## src/rtl/vm1_fetch_seq.sv

```systemverilog
// Instruction fetch/dispatch sequencer: fetches a word at pc, lets the decoder
// settle, classifies the instruction and hands it to the execution unit.
module vm1_fetch_seq #(
    parameter int unsigned TIMEOUT = 15
) (
    input  logic        clk,
    input  logic        reset_n,
    input  logic        run,
    input  logic [15:0] pc,
    output logic [15:0] bus_addr,
    output logic        bus_rd,
    input  logic        bus_ack,
    input  logic [15:0] bus_din,
    output logic [15:0] ir,
    input  logic        cls_unused,
    input  logic        cls_nof,
    input  logic        cls_bra,
    input  logic        cls_cco,
    input  logic        cls_rsd,
    input  logic        cls_one,
    input  logic        cls_two,
    output logic        pc_inc,
    output logic        disp_valid,
    output logic [2:0]  disp_class,
    input  logic        disp_ready,
    input  logic        exec_done,
    input  logic        irq_pend,
    output logic        irq_take,
    output logic        trap_ill,
    output logic        trap_bus
);

    localparam int unsigned ADDR_W = 16;
    localparam int unsigned DATA_W = 16;
    localparam int unsigned CLS_W  = 3;
    localparam int unsigned CNT_W  = 4;
    localparam logic [CNT_W-1:0] TMO     = CNT_W'(TIMEOUT);
    localparam logic [CLS_W-1:0] CLS_ILL = CLS_W'(7);

    typedef enum logic [2:0] {
        S_IDLE,
        S_FETCH,
        S_DECODE,
        S_DISPATCH,
        S_EXEC
    } state_t;

    state_t             state, state_d;
    logic [CNT_W-1:0]   cnt, cnt_d, cnt_inc;
    logic               irq_held, irq_held_d;
    logic [ADDR_W-1:0]  bus_addr_d;
    logic               bus_rd_d;
    logic [DATA_W-1:0]  ir_d;
    logic               pc_inc_d;
    logic               disp_valid_d;
    logic [CLS_W-1:0]   disp_class_d;
    logic               irq_take_d;
    logic               trap_ill_d;
    logic               trap_bus_d;
    logic [CLS_W-1:0]   cls_code;

    // Class priority: first true flag wins, none true means illegal.
    always_comb begin
        cls_code = CLS_ILL;
        if (cls_nof)      cls_code = CLS_W'(1);
        else if (cls_bra) cls_code = CLS_W'(2);
        else if (cls_cco) cls_code = CLS_W'(3);
        else if (cls_rsd) cls_code = CLS_W'(4);
        else if (cls_one) cls_code = CLS_W'(5);
        else if (cls_two) cls_code = CLS_W'(6);
    end

    // Saturating no-ack counter increment.
    assign cnt_inc = (cnt >= TMO) ? cnt : cnt + CNT_W'(1);

    // Next state and next registered outputs.
    always_comb begin
        state_d      = state;
        cnt_d        = cnt;
        irq_held_d   = irq_held & irq_pend;
        bus_addr_d   = bus_addr;
        bus_rd_d     = bus_rd;
        ir_d         = ir;
        pc_inc_d     = 1'b0;
        disp_valid_d = disp_valid;
        disp_class_d = disp_class;
        irq_take_d   = 1'b0;
        trap_ill_d   = 1'b0;
        trap_bus_d   = 1'b0;

        case (state)
            S_IDLE: begin
                // A held request is granted once; it keeps blocking fetch until dropped.
                if (irq_pend) begin
                    if (!irq_held) begin
                        irq_take_d = 1'b1;
                        irq_held_d = 1'b1;
                    end
                end else if (run) begin
                    state_d    = S_FETCH;
                    bus_addr_d = pc;
                    bus_rd_d   = 1'b1;
                    cnt_d      = '0;
                end
            end
            S_FETCH: begin
                if (bus_ack) begin
                    ir_d     = bus_din;
                    pc_inc_d = 1'b1;
                    bus_rd_d = 1'b0;
                    state_d  = S_DECODE;
                end else begin
                    cnt_d = cnt_inc;
                    if (cnt_inc >= TMO) begin
                        bus_rd_d   = 1'b0;
                        trap_bus_d = 1'b1;
                        state_d    = S_IDLE;
                    end
                end
            end
            S_DECODE: begin
                if (cls_unused || (cls_code == CLS_ILL)) begin
                    trap_ill_d = 1'b1;
                    state_d    = S_IDLE;
                end else begin
                    disp_class_d = cls_code;
                    disp_valid_d = 1'b1;
                    state_d      = S_DISPATCH;
                end
            end
            S_DISPATCH: begin
                if (disp_ready) begin
                    disp_valid_d = 1'b0;
                    state_d      = S_EXEC;
                end
            end
            S_EXEC: begin
                if (exec_done) state_d = S_IDLE;
            end
            default: state_d = S_IDLE;
        endcase
    end

    always_ff @(posedge clk or negedge reset_n) begin
        if (!reset_n) begin
            state      <= S_IDLE;
            cnt        <= '0;
            irq_held   <= 1'b0;
            bus_addr   <= '0;
            bus_rd     <= 1'b0;
            ir         <= '0;
            pc_inc     <= 1'b0;
            disp_valid <= 1'b0;
            disp_class <= '0;
            irq_take   <= 1'b0;
            trap_ill   <= 1'b0;
            trap_bus   <= 1'b0;
        end else begin
            state      <= state_d;
            cnt        <= cnt_d;
            irq_held   <= irq_held_d;
            bus_addr   <= bus_addr_d;
            bus_rd     <= bus_rd_d;
            ir         <= ir_d;
            pc_inc     <= pc_inc_d;
            disp_valid <= disp_valid_d;
            disp_class <= disp_class_d;
            irq_take   <= irq_take_d;
            trap_ill   <= trap_ill_d;
            trap_bus   <= trap_bus_d;
        end
    end

endmodule

```

## config.mk

```make
export PLATFORM = sky130hd
export DESIGN_NAME = vm1_fetch_seq
export DESIGN_NICKNAME = d
export VERILOG_FILES = /design/src/rtl/vm1_fetch_seq.sv
export SDC_FILE = /design/constraint.sdc
export NUM_CORES = 1
export LEC_CHECK = 0
export BUFFER_PORTS_ARGS = -buffer_cell sky130_fd_sc_hd__clkbuf_2
export CAP_MARGIN = 20
export CORE_MARGIN = 5
export CORE_UTILIZATION = 41
export CTS_BUF_LIST = sky130_fd_sc_hd__clkbuf_16
export DETAILED_ROUTE_END_ITERATION = 8
export PLACE_DENSITY = 0.74
export SYNTH_ARGS = -nofsm -noshare
export SYNTH_HDL_FRONTEND = slang
export SYNTH_SLANG_ARGS = --single-unit
```

## constraint.sdc

```tcl
create_clock -name clk -period 2.43 [get_ports clk]
set_clock_uncertainty 0.1 [all_clocks]
set_input_delay 0.486 -clock clk [delete_from_list [all_inputs] [get_ports clk]]
set_output_delay 0.486 -clock clk [all_outputs]
set_load 0.02 [all_outputs]
```

==> Word-level counts from Yosys, hierarchy flattened <==
Cells that the tools add are included.
{ "word_totals": {"elab_cells": 81, "reg_bits": 49, "out_inout_bits": 41} }
{ "op_classes": {"n_reduce_logical": 11, "bitwise_logic": 3, "n_lt_le_gt_ge": 2, "add_sub_neg": 1, "muxes": 40, "n_eq_ne": 12} }
{ "op_table": {"columns": ["cell", "count"], "rows": [
  ["3-bit 2-to-1 mux", 9],
  ["1-bit 2-to-1 mux", 20],
  ["4-bit 2-to-1 mux", 4],
  ["3-bit case mux with 5 select lines", 1],
  ["2-bit != test (second input constant)", 6],
  ["4-bit greater-or-equal comparator (second input constant)", 2],
  ["4-bit case mux with 2 select lines", 1],
  ["4-bit AND reduction", 2],
  ["3-bit by 2-bit == test with 1-bit output (second input constant)", 2],
  ["3-bit == test (second input constant)", 2],
  ["2-bit 2-to-1 mux", 3],
  ["3-bit AND reduction", 2],
  ["5-bit AND reduction", 1],
  ["4-bit by 1-bit adder with 4-bit output (second input constant)", 1],
  ["1-bit case mux with 2 select lines", 2],
  ["2-bit AND reduction", 2],
  ["2-bit nonzero test", 2],
  ["3-bit by 1-bit == test with 1-bit output (second input constant)", 1],
  ["3-bit zero test", 1],
  ["3-bit != test (second input constant)", 1],
  ["1-bit inverter", 2],
  ["1-bit AND", 1],
  ["1-bit logical OR", 1]
]} }

==> Logic depth before layout (Yosys ltp) <==
Gate-level depths: netlist of the first run.
{ "depth": {"ltp_word": 10, "mapped_depth": 6} }

==> Least setup slack after synthesis of the first run <==
OpenSTA, ideal clock, no wires.
{ "synth_timing": {"path_kind": "register to register", "start": "reg state[2]", "end": "reg disp_class[1]", "path_buffers": 1, "period_less_slack_ns": 1.785, "required_ns": 2.205, "arrival_time_ns": 1.560, "slack_ns": 0.645, "path_stages_with_launch": 5, "path_cell_list": "dfrtp_1 buf_2 or3b_4 a211oi_4 mux2_2"} }
{ "synth_between": {"elab_chain_len": 2} }
{ "synth_rtl": {"columns": ["element", "line_no", "text"], "rows": [
  ["start, declared", "48", "state_t state, state_d;"],
  ["start signal, assigned", "159", "state <= state_d;"],
  ["3-bit by 2-bit == test with 1-bit output", "91", "case (state)"],
  ["2-bit AND reduction (no line)", null, null],
  ["end signal, assigned", "167", "disp_class <= disp_class_d;"],
  ["end, declared", "24", "output logic [2:0] disp_class,"]
]} }
Every way passes these cells.
A chain may end at the register's enable or synchronous reset.

==> Final worst setup path of the first run <==
{ "layout_timing": {"start": "reg state[1]", "end": "reg disp_class[2]"} }
The elaborated chain is that of the path after synthesis.

==> results of run 1 <==
power groups by stage:
stage	Combinational [mW]	Clock, mW	Sequential (mW)
CTS	1.57	0.666	1.41
finish	1.55	0.644	1.41
floorplan	0.722	0	1.79
global route	1.68	0.692	1.46
global placement	1.56	0	1.41
detailed placement	1.57	0	1.43
layer usage:
| layer | wire length, µm | GRT usage | vias up | part of all wire |
|---|---|---|---|---|
| met5 | 0 | 0 | - | 0 |
| met4 | 77 | 0.0648 | 0 | 0.018 |
| met3 | 358 | 0.0347 | 7 | 0.082 |
| met2 | 2100 | 0.222 | 61 | 0.48 |
| met1 | 1840 | 0.166 | 747 | 0.42 |
| li1 | - | - | 744 | - |
Yosys cell counts, types with 2 or more instances:
cell type / count
sky130_fd_sc_hd__nor4bb_1: 3
sky130_fd_sc_hd__mux2_2: 25
sky130_fd_sc_hd__dfrtp_1: 49
sky130_fd_sc_hd__mux2_4: 9
sky130_fd_sc_hd__o31ai_1: 2
sky130_fd_sc_hd__nor2_1: 5
sky130_fd_sc_hd__nor3b_1: 2
sky130_fd_sc_hd__a21oi_1: 9
sky130_fd_sc_hd__nand4_1: 2
sky130_fd_sc_hd__nand2_1: 3
sky130_fd_sc_hd__nand3_1: 4
sky130_fd_sc_hd__inv_1: 2
sky130_fd_sc_hd__buf_2: 2
sky130_fd_sc_hd__buf_6: 2
sky130_fd_sc_hd__nor3_1: 5
sky130_fd_sc_hd__and3_1: 2
sky130_fd_sc_hd__nand2b_1: 2
worst reg2reg max path, delay by kind of cell, from the launching register on:
kind,cells,cell delay [ps]
simple gates,1,450
compound gates,1,350
flops,1,530
mux,1,380
stage by stage:
stage	std cells	util
floorplan	153	-
global placement	305	0.518
detailed placement	305	0.518
CTS	313	0.545
global route	313	0.545
finish	313	0.545
flip-flops by register name (all words and copies together), names as in the netlist:
signal	cells
ir	16
bus_rd	1
irq_held	1
bus_addr	16
trap_ill	1
trap_bus	1
pc_inc	1
disp_valid	1
disp_class	3
irq_take	1
cnt	4
state	3
worst max-delay path by stage:
| stage | startpoint | to | slack (ps) | depth (start not counted) |
|---|---|---|---|---|
| finish | state[1]$_DFFE_PN0P_ | disp_class[2]$_DFFE_PN0P_ | 510 | 3 |
| global route | state[1]$_DFFE_PN0P_ | ir[11]$_DFFE_PN0P_ | 400 | 4 |
| CTS | state[1]$_DFFE_PN0P_ | ir[7]$_DFFE_PN0P_ | 510 | 4 |
| detailed placement | state[1]$_DFFE_PN0P_ | ir[12]$_DFFE_PN0P_ | 510 | 4 |
| global placement | state[1]$_DFFE_PN0P_ | disp_class[1]$_DFFE_PN0P_ | 560 | 3 |
| floorplan | state[2]$_DFFE_PN0P_ | disp_class[1]$_DFFE_PN0P_ | 650 | 4 |
kinds of logic (layout without fill, tap and decap cells):
logic type | after synthesis | in the layout | share of synthesized area
and+or+nand+nor | 40 | 40 | 0.126
muxes | 34 | 34 | 0.195
DFF | 49 | 49 | 0.573
buffers and inverters | 8 | 98 | 0.0298
adders and majority gates | 1 | 1 | 0.00585
AOI/OAI and AO/OA | 21 | 21 | 0.0702
layout make-up:
class | count | area share
Sequential cell | 49 | 0.443
Multi-Input combinational cell | 96 | 0.307
Timing Repair Buffer | 88 | 0.165
Clock buffer | 5 | 0.0452
Tap cell | 70 | 0.0316
Clock inverter | 3 | 0.00497
Inverter | 2 | 0.00271
==> impl_metrics.toml, run 1 <==
[pwr]
vdd.ir_drop.worst_v = 0.000475
switching_share = 0.372
cellInternalPower_mw = 2.26
netSwitchingPower_mw = 1.34
power.total_mw = 3.60
pwr_density_cell_nw_per_um2 = 1300
p_comb_frac = 0.430
share_seq_of_total_power = 0.392
total_leakage_power_nw = 1.37
clock_power_frac = 0.179

[grt]
grt_start_max_net_pins = 27
antenna_found_initial = 0
first_global_vias = 1605
grt_overflow = 0
grtUsageTotal = 0.136
grt_pass1_wl_um = 7100

[sta]
setup_total_negative_slack_ps = 0
final_critical_path_setup_slack_ps = 510
finalSetupViolCount = 0
slew_headroom = 0.596
tightest_slew_ps = 606
clock.fmax_mhz = 521
period_minus_ws_final_ps = 1920
finalMaxSlewViolations = 0
fin_worst_hold_slack_ps = 101
finalCritPeriodShare = 0.790
finalHoldViolCount = 0
grt_setup_unrepaired = "no"

[cts]
cts_buffers = 5
cts-root-buf = "sky130_fd_sc_hd__clkbuf_16"
cts_tree = "done"
clk_path_buf_depth = 2
post_cts.resized_instances = 0
postCtsHoldBufs = 0
clkLatencyLatePin_ps = 280
post-cts-setup-buffers = 0
htreeDepth = 2
clk_pin_slew_ps = 60
cts.sink_count = 49

[floorplan]
floorplan.die_area_um2 = 6760
core_area_um2 = 5070
floorplan.initialDensity = 0.422
die-height_um = 82.2
num_io_pins = 87
die_w_um = 82.2
number_of_rows_in_the_core_area = 26

[drt]
number_of_vias_per_cell = 4.98
routed_wirelength_um = 4380
remaining_drc_errors = 0
initialDrtViolationCount = 50
drtAntennaViolNets = 0
dr_total_vias = 1559
detailedRoute.firstPassIterationCount = 4
detail_route.wl_per_cell_um = 14.0

[setup_path]
cp.buffers_inverters = 0
worst_r2r_dst = "disp_class[2]$_DFFE_PN0P_"
critical_path_top_delay_cell = "sky130_fd_sc_hd__dfrtp_1"
crit_path_start_kind = "register"
worst-path-max-fanout = 9
r2r.worst_path.cells = 3
setup.reg_to_reg.worst_slack_ps = 510
worstSetupPathType = "register to register"
cp.required_ps = 2500
crit_path_cell_trace = "or3b_4, a211oi_4, mux2_2"
critical-path-top-delay-family = "flip-flops"
r2r-start = "state[1]$_DFFE_PN0P_"
worst-endpoint-arrival_ps = 1990
end_kind = "register"
critical_path.max_stage_delay_ps = 530

[yosys]
yosysWarningCount = 0
postSynthCellCount = 153
synth_top_cell_area_share = 0.573
synth_largest_area_cell = "sky130_fd_sc_hd__dfrtp_1"
yosysUniqueCellTypes = 42
synthesis.area_um2 = 2140
ys_top_cells_by_area = "sky130_fd_sc_hd__dfrtp_1 (57%), sky130_fd_sc_hd__mux2_2 (13%), sky130_fd_sc_hd__mux2_4 (6.3%)"
synthArstFlopShare = 1.00
yosys_register_bits = 49
yosysSeqAreaShare = 0.573
synth_fp_nets = 200
post_synthesis_area_per_instance_um2 = 14.0
synth-edff-count = 0
synth-main-ff-cell = "sky130_fd_sc_hd__dfrtp_1"

[finish]
register_area_um2 = 1230
most_frequent_cells_in_the_layout = "sky130_fd_sc_hd__clkbuf_2 (86), sky130_fd_sc_hd__dfrtp_1 (49), sky130_fd_sc_hd__mux2_2 (25), sky130_fd_sc_hd__a21oi_1 (9), sky130_fd_sc_hd__mux2_4 (9)"
post_route_cells_drive_above_1_share = 0.560
area_delta_synth_final_pct = 29.4
antenna_cells = 0
multi_input_area_um2 = 850
nFillCells = 439
final_design_area_no_fill_um2 = 2770
mostFrequentLayoutCell = "sky130_fd_sc_hd__clkbuf_2"
nNetsFinal = 289

[place]
pre_cts_slack_ps = 511
placed_area_um2 = 2630
dpl_hpwl_um = 3380
gp_congestion = 0.799
port-buffer-count = 86

[hold_path]
min-delay-path-class = "primary input to asynchronous set/reset pin"

[outcome]
status = "completed"

[flow_run]
cap_violations = 0
Power figures use the tool's default switching activity.
==> run 2, diff against run 1 <==
PLACE_DENSITY = 0.76   (was 0.74)
clock period = 1.6 ns   (was 2.43 ns; I/O delays follow)
==> run 2 against run 1 <==
Compared with the run above: the run now ends with setup timing left; fmax is 14% higher; final cell count grew 9.6%; count of clock-buffer cells in the layout stayed put; sequential share of layout area fell by 6.3 points; worst setup slack worse by 600 ps; highest routed layer unchanged; design area rose by 17%; critical path depth did not move; combinational power grew 110%; largest power group unchanged; non-clock buffer count grew 30; register-to-register slack worse by 600 ps.
==> impl_metrics.toml, run 2 (synthesis results as in run 1) <==
[outcome]
status = "finished with violations"
failed_checks = "setup timing"

[finish]
finalNonFillerCells = 343
antenna_cells = 0
nNetsFinal = 319
post_route_cells_drive_above_1_share = 0.667
nFillCells = 409
final_design_area_no_fill_um2 = 3230
mostFrequentLayoutCell = "sky130_fd_sc_hd__clkbuf_2"
layout_top_registers = "bus_addr: 16 flops, ir: 16 flops, cnt: 4 flops"
final_core_utilization = 0.637
most_frequent_cells_in_the_layout = "sky130_fd_sc_hd__clkbuf_2 (86), sky130_fd_sc_hd__dfrtp_1 (48), sky130_fd_sc_hd__buf_4 (21), sky130_fd_sc_hd__mux2_4 (18), sky130_fd_sc_hd__mux2_2 (16)"
area_delta_synth_final_pct = 51.1

[drt]
routed_wirelength_um = 5060
detail_route.wl_per_cell_um = 14.8
remaining_drc_errors = 0
dr_total_vias = 1660
detailedRoute.firstPassIterationCount = 4
drtAntennaViolNets = 0
initialDrtViolationCount = 54
number_of_vias_per_cell = 4.84

[floorplan]
number_of_rows_in_the_core_area = 26
floorplan.die_area_um2 = 6760
num_io_pins = 87
die_w_um = 82.2
core_area_um2 = 5070
die-height_um = 82.2
floorplan.initialDensity = 0.422

[setup_path]
critical_path.max_stage_delay_ps = 430
crit_path_cell_trace = "or3b_4, a211oi_4, mux2_4"
critPathLaunch = "state[0]$_DFFE_PN0P_"
end_kind = "register"
critical-path-top-delay-family = "simple AND/OR/NAND/NOR gates"
r2r.worst_path.cells = 3
worstSetupPathType = "register to register"
critical_path_top_delay_cell = "sky130_fd_sc_hd__or3b_4"
crit_path_start_kind = "register"
cp.required_ps = 1670
worst-endpoint-arrival_ps = 1750
cp.buffers_inverters = 0
r2r-start = "state[0]$_DFFE_PN0P_"
worst_r2r_dst = "disp_class[2]$_DFFE_PN0P_"
worst-path-max-fanout = 4
setup.reg_to_reg.worst_slack_ps = -90

[grt]
first_global_vias = 1626
antenna_found_initial = 0
grtUsageTotal = 0.146
grt_start_max_net_pins = 50
grt_overflow = 0
grt_pass1_wl_um = 7470

[cts]
clk_path_buf_depth = 2
clkLatencyLatePin_ps = 280
cts_buffers = 5
clk_pin_slew_ps = 60
cts-root-buf = "sky130_fd_sc_hd__clkbuf_16"
cts.sink_count = 49
cts_tree = "done"
htreeDepth = 2

[pwr]
vdd.ir_drop.worst_v = 0.00118
power.total_mw = 6.32
pwr_density_cell_nw_per_um2 = 1960
total_leakage_power_nw = 1.58

[sta]
finalCritPeriodShare = 1.05
final_critical_path_setup_slack_ps = -85.0
clock.fmax_mhz = 593
period_minus_ws_final_ps = 1690
finalHoldViolCount = 0
tightest_slew_ps = 399
finalSetupViolCount = 39
setup_total_negative_slack_ps = -1400
grt_setup_unrepaired = "yes"
slew_headroom = 0.727
finalMaxSlewViolations = 0

[place]
dp_cells = 323
placed_area_um2 = 2790
gp_congestion = 0.815
port-buffer-count = 86
dpl_hpwl_um = 3460

[hold_path]
min_delay_worst_endpoint = "state[2]$_DFFE_PN0P_"
worstHoldStart = "exec_done"
whs_path_depth = 2
min-delay-path-class = "primary input to register"

[flow_run]
cap_violations = 0
run 2: cell types whose count changed in the layout (fill, tap and decap cells not counted), moves of 5 or more:
cell | previous run | this run
sky130_fd_sc_hd__buf_4 | 1 | 21
sky130_fd_sc_hd__buf_6 | 0 | 5
sky130_fd_sc_hd__mux2_2 | 25 | 16
sky130_fd_sc_hd__mux2_4 | 9 | 18
run 2: per-stage QoR:
step           hold slack [ps]  worst slack (ps)
2_1_floorplan            -75.6              -129
3_3_place_gp               230             -59.2
3_5_place_dp               234              -108
4_1_cts                    122             -85.5
5_1_grt                    125              -137
6_report                   123             -85.0
run 2: per-layer routing:
layer,vias up,routed length [µm],GRT usage
met5,-,0,0
met4,0,85,0.0548
met3,6,343,0.0315
met2,53,2460,0.242
met1,805,2170,0.185
li1,796,-,-
run 2: area by class of cell:
type                       instances  area, µm²  share of cell area
sequential                        49       1230               0.380
tap                               70       87.6              0.0271
clock inverter                     3       17.5             0.00542
inverter                           2       7.51             0.00232
timing repair buffer             118        764               0.236
clock buffer                       5        125              0.0387
multi-input combinational         96       1000               0.310
run 2: where the power goes:
part,leakage (nW),internal [mW],switching (mW)
logic,0.913,1.66,1.56
clock network,0.0696,0.573,0.428
registers,0.596,1.80,0.309
run 2: what timing repair did:
item                                    in CTS  in global routing
hold endpoints to repair                    49                  0
gates resized for setup                     14                 20
pin swaps                                    5                 12
cloned                                       0                  3
hold buffers                                 1                  0
buffers inserted                             3                  5
endpoints found under the setup margin      25                 45
run 2: how the worst max path moves through the flow:
stage	cells past startpoint	to
2_1_floorplan	6	ir[0]$_DFFE_PN0P_
3_3_place_gp	3	disp_class[1]$_DFFE_PN0P_
3_5_place_dp	3	disp_class[1]$_DFFE_PN0P_
4_1_cts	3	disp_class[2]$_DFFE_PN0P_
5_1_grt	5	cnt[3]$_DFFE_PN0P_
6_report	3	disp_class[2]$_DFFE_PN0P_
run 2: worst reg2reg max path, cell delays in order (launching register included):
cell and delay (ps):
sky130_fd_sc_hd__dfrtp_1 420, sky130_fd_sc_hd__or3b_4 430, sky130_fd_sc_hd__a211oi_4 290, sky130_fd_sc_hd__mux2_4 340
==> run 3, diff against run 2 <==
GPL_ROUTABILITY_DRIVEN = 0   (was not set)
SETUP_SLACK_MARGIN = 0.2   (was not set)
==> run 3 against run 2 <==
Compared with the run above: the run still ends with setup timing left; via count up 2.8%; first-iteration DRC count decreased by 5.6%; sequential share of layout area fell by 0.70 points; hold slack got worse by 3.3 ps; final cell count is 1.7% higher; critical endpoint is now cnt[3]$_DFFE_PN0P_; largest cell class unchanged.
==> impl_metrics.toml, run 3 (synthesis results as in run 1) <==
[outcome]
status = "finished with violations"
failed_checks = "setup timing"

[finish]
nNetsFinal = 325
antenna_cells = 0
post_route_cells_drive_above_1_share = 0.688
mostFrequentLayoutCell = "sky130_fd_sc_hd__clkbuf_2"
most_frequent_cells_in_the_layout = "sky130_fd_sc_hd__clkbuf_2 (86), sky130_fd_sc_hd__dfrtp_1 (46), sky130_fd_sc_hd__buf_4 (24), sky130_fd_sc_hd__mux2_2 (22), sky130_fd_sc_hd__mux2_4 (12)"
area_delta_synth_final_pct = 54.3
final_design_area_no_fill_um2 = 3300
layout_top_registers = "bus_addr: 16 flops, ir: 16 flops, cnt: 4 flops"
final_core_utilization = 0.650

[cts]
clk_path_buf_depth = 2
clk_pin_slew_ps = 60
clkLatencyLatePin_ps = 290
cts-root-buf = "sky130_fd_sc_hd__clkbuf_16"
cts.sink_count = 49
cts_buffers = 5
cts_tree = "done"
htreeDepth = 2

[setup_path]
timing.critical_path.to = "cnt[3]$_DFFE_PN0P_"
worst-endpoint-arrival_ps = 1840
worst-path-max-fanout = 4
worst_r2r_dst = "cnt[3]$_DFFE_PN0P_"
r2r.worst_path.cells = 5
cp.required_ps = 1720
critPathLaunch = "state[2]$_DFFE_PN0P_"
r2r-start = "state[2]$_DFFE_PN0P_"
crit_path_start_kind = "register"
end_kind = "register"
setup.reg_to_reg.worst_slack_ps = -120
worstSetupPathType = "register to register"

[sta]
final_critical_path_setup_slack_ps = -116
grt_setup_unrepaired = "yes"
finalMaxSlewViolations = 0
period_minus_ws_final_ps = 1720
finalSetupViolCount = 39
finalHoldViolCount = 0
tightest_slew_ps = 397
slew_headroom = 0.729
finalCritPeriodShare = 1.07
fin_worst_hold_slack_ps = 120
clock.fmax_mhz = 583

[floorplan]
floorplan.die_area_um2 = 6760
number_of_rows_in_the_core_area = 26
core_area_um2 = 5070
num_io_pins = 87
floorplan.initialDensity = 0.422
die_w_um = 82.2
die-height_um = 82.2

[pwr]
pwr_density_cell_nw_per_um2 = 1940
power.total_mw = 6.41
total_leakage_power_nw = 1.60
vdd.ir_drop.worst_v = 0.000988

[grt]
first_global_vias = 1675
grt_start_max_net_pins = 50
grt_pass1_wl_um = 7490
antenna_found_initial = 0
grt_overflow = 0
grtUsageTotal = 0.145

[place]
placed_area_um2 = 2840
dpl_hpwl_um = 3390
port-buffer-count = 86
pre_cts_slack_ps = -78.0

[drt]
detailedRoute.firstPassIterationCount = 4
initialDrtViolationCount = 51
drtAntennaViolNets = 0
number_of_vias_per_cell = 4.89
routed_wirelength_um = 5070
detail_route.wl_per_cell_um = 14.5
remaining_drc_errors = 0
dr_total_vias = 1707

[flow_run]
cap_violations = 0

[hold_path]
min-delay-path-class = "primary input to register"
worstHoldStart = "exec_done"
-- run 3: changes by cell type in the layout (fill, tap and decap cells not counted), sizes merged --
cell	previous run	this run
clkinv	2	1
buf	29	35
inv	2	3
-- run 3: routing by layer --
metal,routed length [µm],up-vias,GRT usage
li1,-,809,-
met1,2180,833,0.181
met2,2390,58,0.236
met3,426,7,0.0434
met4,80,0,0.0532
met5,0,-,0
-- run 3: layout make-up --
type	instances	area (µm²)
Timing Repair Buffer	124	837
Sequential cell	49	1230
Clock inverter	3	21.3
Inverter	2	7.51
Multi-Input combinational cell	96	992
Fill cell	402	1770
Clock buffer	5	125
Tap cell	70	87.6
-- run 3: power breakdown --
part | leakage [nW] | total, mW | switching (mW) | internal [mW]
clock network | 0.0702 | 1.04 | 0.460 | 0.582
logic | 0.937 | 3.26 | 1.56 | 1.70
registers | 0.593 | 2.11 | 0.312 | 1.80
total | 1.60 | 6.41 | 2.33 | 4.08
-- run 3: how the worst min path moves through the flow --
stage / cells after the start / endpoint / slack, ps
6_report: 2 / state[2]$_DFFE_PN0P_ / 120
5_1_grt: 2 / state[2]$_DFFE_PN0P_ / 130
4_1_cts: 2 / state[2]$_DFFE_PN0P_ / 120
3_5_place_dp: 2 / ir[14]$_DFFE_PN0P_ / 230
3_3_place_gp: 2 / ir[0]$_DFFE_PN0P_ / 230
2_1_floorplan: 0 / bus_addr[0]$_DFFE_PN0P_ / -80
-- run 3: critical path, cell delays in order (launching register included) --
cell	delay [ps]
sky130_fd_sc_hd__dfrtp_1	420
sky130_fd_sc_hd__buf_6	150
sky130_fd_sc_hd__or3_4	340
sky130_fd_sc_hd__o21ai_2	150
sky130_fd_sc_hd__or3b_1	390
sky130_fd_sc_hd__a21oi_2	120
-- run 3: repair_timing --
item                       CTS  global route
hold endpoints to repair    49             0
buffers inserted             8             3
resized for setup           16            13
hold buffers                 1             0
setup endpoints to repair   45            46
pin swaps                    6             8
cloned                       1             3
-- run 3: metrics by stage --
step | std cells | setup TNS, ps
after floorplan | 153 | -1600
after global placement | 325 | -310
after detailed placement | 325 | -918
after CTS | 343 | -785
after global routing | 349 | -4250
final | 349 | -1870
